<file path="config.mk">
export PLATFORM = sky130hd
export DESIGN_NAME = park_system
export DESIGN_NICKNAME = d
export VERILOG_FILES = /design/src/rtl/park_pkg.sv /design/src/rtl/floor_counter.sv /design/src/rtl/park_system.sv
export SDC_FILE = /design/constraint.sdc
export NUM_CORES = 1
export LEC_CHECK = 0
export BUFFER_PORTS_ARGS = -buffer_cell sky130_fd_sc_hd__buf_4
export CAP_MARGIN = 20
export CORE_MARGIN = 2
export CORE_UTILIZATION = 55
export DETAILED_ROUTE_END_ITERATION = 12
export PLACE_DENSITY = 0.82
export SLEW_MARGIN = 20
export SYNTH_ARGS = -nofsm -noshare
export SYNTH_HDL_FRONTEND = slang
export SYNTH_SLANG_ARGS = --single-unit
export TNS_END_PERCENT = 20
</file>
<file path="constraint.sdc">
create_clock -name clk -period 3.05 [get_ports clk]
set_input_delay 0.61 -clock clk [delete_from_list [all_inputs] [get_ports clk]]
set_output_delay 0.61 -clock clk [all_outputs]
set_load 0.01 [all_outputs]
</file>
<file path="src/rtl/park_pkg.sv">
// Shared sizing for the parking-occupancy block.
// Counter width covers 0..15 spots per floor; floor index addresses up to four floors.
package park_pkg;
    localparam int FLOORS_DEF          = 4;
    localparam int SPOTS_PER_FLOOR_DEF = 4;
    localparam int CNT_W               = 4;
    localparam int FLOOR_W             = 2;
endpackage

</file>
<file path="src/rtl/floor_counter.sv">
// Saturating up/down occupancy counter for one floor; updates on the edge after inc/dec.
// No backpressure: inc when full, dec when empty, or both together are dropped.
module floor_counter
    import park_pkg::*;
#(
    parameter int SPOTS = SPOTS_PER_FLOOR_DEF
) (
    input  logic             clk,
    input  logic             rst,
    input  logic             inc,
    input  logic             dec,
    output logic [CNT_W-1:0] count,
    output logic             full,
    output logic             empty
);

    assign full  = (count == CNT_W'(SPOTS));
    assign empty = (count == '0);

    always_ff @(posedge clk or negedge rst) begin
        if (!rst) begin
            count <= '0;
        end else if (inc && !dec && !full) begin
            count <= count + 1'b1;
        end else if (dec && !inc && !empty) begin
            count <= count - 1'b1;
        end
    end

endmodule

</file>
<file path="src/rtl/park_system.sv">
// Multi-floor parking occupancy: fills lowest non-full floor, drains highest non-empty floor.
// Outputs follow requests one edge later; no backpressure, requests beyond capacity are dropped.
module park_system
    import park_pkg::*;
#(
    parameter int FLOORS          = FLOORS_DEF,
    parameter int SPOTS_PER_FLOOR = SPOTS_PER_FLOOR_DEF
) (
    input  logic               clk,
    input  logic               rst,
    input  logic               car_in,
    input  logic               car_out,
    output logic [CNT_W-1:0]   free_spots,
    output logic [FLOOR_W-1:0] current_floor,
    output logic               parking_full
);

    logic [CNT_W-1:0]   count [FLOORS];
    logic [FLOORS-1:0]  full;
    logic [FLOORS-1:0]  empty;
    logic [FLOOR_W-1:0] fill_idx;
    logic [FLOOR_W-1:0] drain_idx;
    logic               fill_found;
    logic               drain_found;
    logic               any_car;
    logic               inc_en;
    logic               dec_en;

    // Priority search: first non-full from the bottom, first non-empty from the top.
    always_comb begin
        fill_idx    = FLOOR_W'(FLOORS - 1);
        fill_found  = 1'b0;
        drain_idx   = '0;
        drain_found = 1'b0;
        for (int i = 0; i < FLOORS; i++) begin
            if (!fill_found && !full[i]) begin
                fill_idx   = FLOOR_W'(i);
                fill_found = 1'b1;
            end
        end
        for (int i = FLOORS - 1; i >= 0; i--) begin
            if (!drain_found && !empty[i]) begin
                drain_idx   = FLOOR_W'(i);
                drain_found = 1'b1;
            end
        end
    end

    assign parking_full = &full;
    assign any_car      = ~(&empty);
    assign inc_en       = car_in  && !car_out && !parking_full;
    assign dec_en       = car_out && !car_in  && any_car;

    for (genvar g = 0; g < FLOORS; g++) begin : g_floor
        floor_counter #(
            .SPOTS (SPOTS_PER_FLOOR)
        ) u_floor_counter (
            .clk   (clk),
            .rst   (rst),
            .inc   (inc_en && (fill_idx  == FLOOR_W'(g))),
            .dec   (dec_en && (drain_idx == FLOOR_W'(g))),
            .count (count[g]),
            .full  (full[g]),
            .empty (empty[g])
        );
    end

    // When the facility is full the selected floor is the top one, itself full, so this yields 0.
    assign current_floor = fill_idx;
    assign free_spots    = CNT_W'(SPOTS_PER_FLOOR) - count[fill_idx];

endmodule

</file>
==> results by group <==
Detailed routing
  – DRC Markers: 0
  – Final WL: 2.50 mm
  – Vias/cell: 5.97
  – First-pass DRT Iterations: 4
  – Number of routed nets with antenna violations: 0
  – Initial DRC Count: 28
  – Via count: 950
  – WL per Instance: 15.7 um

Yosys
  – Yosys reg bits: 16
  – Count of different cell masters after synthesis: 35
  – Synth top area cells: dfrtp_1 31%, ha_1 8.8%, fa_1 6.3%, xnor2_1 6.2%, a21oi_1 3.9%
  – Area share of the largest cell type after synthesis: 31.4%
  – Cell Area, Synth: 1270 um2
  – Synth area leader: dfrtp_1
  – Syn_area_per_cell: 10.6 um2
  – Register area share after synthesis: 31.4%
  – Ys Warns: 0
  – Cells after Synth: 120
  – Mapped Nets: 137

Layout
  – Sequential Area: 400 um2
  – Layout overhead on the synthesized area: 10.5%
  – Largest Register: g_floor.u_floor_counter.count
  – Top Registers: g_floor.u_floor_counter.count: 16 flops
  – Largest register FFs: 16
  – Layout cells sized above 1: 20.6%
  – Final #Nets: 150
  – Commonest cells after routing, fill and taps aside: 16 x dfrtp_1, 10 x a21oi_1, 10 x buf_4, 9 x xnor2_1, 9 x ha_1
  – Multi-input gate area: 857 um2
  – Commonest non-fill, non-tap cell in the layout: dfrtp_1
  – Antenna cells: 0
  – Fillers: 189

Floorplan
  – Die Y: 52.1 um
  – Number of top-level pins: 11
  – Initial core utilization: 57.6%
  – Die Footprint: 2720 um2
  – Die W: 52.1 um
  – Core area: 2210 um2
  – Row cnt: 17

Worst setup path
  – FF-to-FF path depth: 9
  – Startpoint types: flop
  – Worst R2R End: g_floor[3].u_floor_counter.count[3]
  – Crit Path Class: flop to primary output
  – Reg2reg start: g_floor[0].u_floor_counter.count[1]
  – R2r setup slk: 400 ps
  – WP data arrival: 2300 ps
  – Crit-path max FO: 8
  – Critical Path RT: 2440 ps
  – Setup crit end kind: primary output

Timing
  – RSZ-0062 raised after global routing: false
  – Hold WS: 167 ps
  – Final setup viols: 0
  – Setup TNS: 0 ps
  – Slew Viols, Final: 0
  – Worst slew pin tran: 580 ps
  – Worst slew margin: 61.0%
  – Fin crit period: 2910 ps
  – Fmax: 0.344 GHz
  – Worst Skew: 2.05 ps
  – Crit share post-route: 95.4%
  – Final hold violations: 0

Clock network
  – TritonCTS clock tree: yes
  – Clock Tree Buf Depth: 2
  – CTS Hold Bufs: 0
  – Num CTS Buffers: 3
  – Resized cells post-CTS: 0
  – Post-CTS Setup Inserts: 0
  – H-tree depth: 1
  – Clk Latency, worst-skew pair: 280 ps
  – Clk pin slew, worst setup/hold paths: 90 ps
  – CTS Sinks: 16
  – Clock tree root driver cell: clkbuf_4

Pwr
  – Leak: 0.613 nW
  – Maximum vdd drop: 0.000757 V
  – PwrDens: 1050 nW/um2

Min path
  – Hold Crit Class: input port to asynchronous set/reset pin

GRT
  – Vias in the first global route: 973
  – Antenna violations before repair: 0
  – Largest net degree at the start of global routing: 17
  – Global route total overflow: 0
  – Gr usage total: 21.1%
  – First-pass GRT wire length: 4.23 mm

Placed design
  – Hpwl dp: 1.95 mm
  – RePlAce Congestion: 0.822
  – Port Buffers: 10

Flow run
  – Max-cap violations: 0

Status
  – Status: completed
-- worst max-delay path: stages, from the launching register on --
cell	delay, ps
dfrtp_1	500
nor4b_4	360
nand2_1	220
o32a_1	410
inv_1	70
ha_1	150
xor2_1	160
buf_4	150
-- cell type report --
type	count	area share (%)
inverters	5	1.33
clock buffers	3	1.60
multi-input cells	97	60.8
repair buffers	10	5.33
well taps	28	2.49
flip-flops and latches	16	28.4
-- stage by stage --
step                setup WS, ps  std cells  power (W)  util, %  cell area (um2)
global placement             446        156    0.00129     61.9             1370
CTS                         73.4        159    0.00146     62.9             1390
finish                       140        159    0.00148     63.7             1410
detailed placement           395        156    0.00134     61.9             1370
global route                1.18        159    0.00161     63.7             1410
floorplan                    549        120    0.00111        -             1270
-- cells in the mapped netlist --
library cell and instances:
o41ai_1 1, mux2_4 1, ha_1 9, fa_1 4, o32a_1 2, o22ai_2 1
a31oi_1 1, a21oi_1 10, o21ai_1 1, or4_1 1, o21a_1 3, xor2_1 5
buf_6 1, nor4_1 3, o21bai_1 1, xnor2_1 9, mux2i_1 3, mux2_2 4
a21o_1 4, nor4bb_1 2, inv_1 5, o21ai_0 1, buf_2 1, nor4b_2 3
or4b_4 3, nor2_1 6, nand3_1 1, nand2_2 1, nor4b_4 1, nand2_1 8
nor2b_1 3, nor3_1 3, o22ai_1 1, nand4_1 1, dfrtp_1 16
-- worst max-delay path by stage --
stage,start,endpoint,slack [ps],depth (start not counted)
floorplan,g_floor[0].u_floor_counter.count[0],g_floor[3].u_floor_counter.count[3],550,10
global placement,g_floor[0].u_floor_counter.count[1],free_spots[2],450,7
detailed placement,g_floor[0].u_floor_counter.count[1],free_spots[2],400,7
CTS,g_floor[0].u_floor_counter.count[1],free_spots[2],70,7
global route,g_floor[1].u_floor_counter.count[1],free_spots[2],1,7
finish,g_floor[0].u_floor_counter.count[1],free_spots[2],140,7
-- cells by family after synthesis --
kind of cell | share of synthesized area (%)
buf+inv | 2.75
mux | 7.07
xor+xnor | 9.62
fa+ha+maj | 15.1
compound gates | 13.6
simple gates | 20.4
flops | 31.4
-- where the power goes --
group | leakage [nW] | switching, W | total (W) | internal (W)
logic | 0.407 | 0.000359 | 0.000814 | 0.000455
registers | 0.192 | 0.000236 | 0.000554 | 0.000318
clock network | 0.0138 | 0.0000649 | 0.000111 | 0.0000458
total | 0.613 | 0.000660 | 0.00148 | 0.000819
-- per-layer routing --
layer,wire [um],GRT usage [%],up-vias
li1,-,-,464
met3,78,6.90,4
met1,1140,25.0,468
met5,0,0,-
met4,32,7.69,0
met2,1240,35.4,14
(Power assumes the default switching activity.)
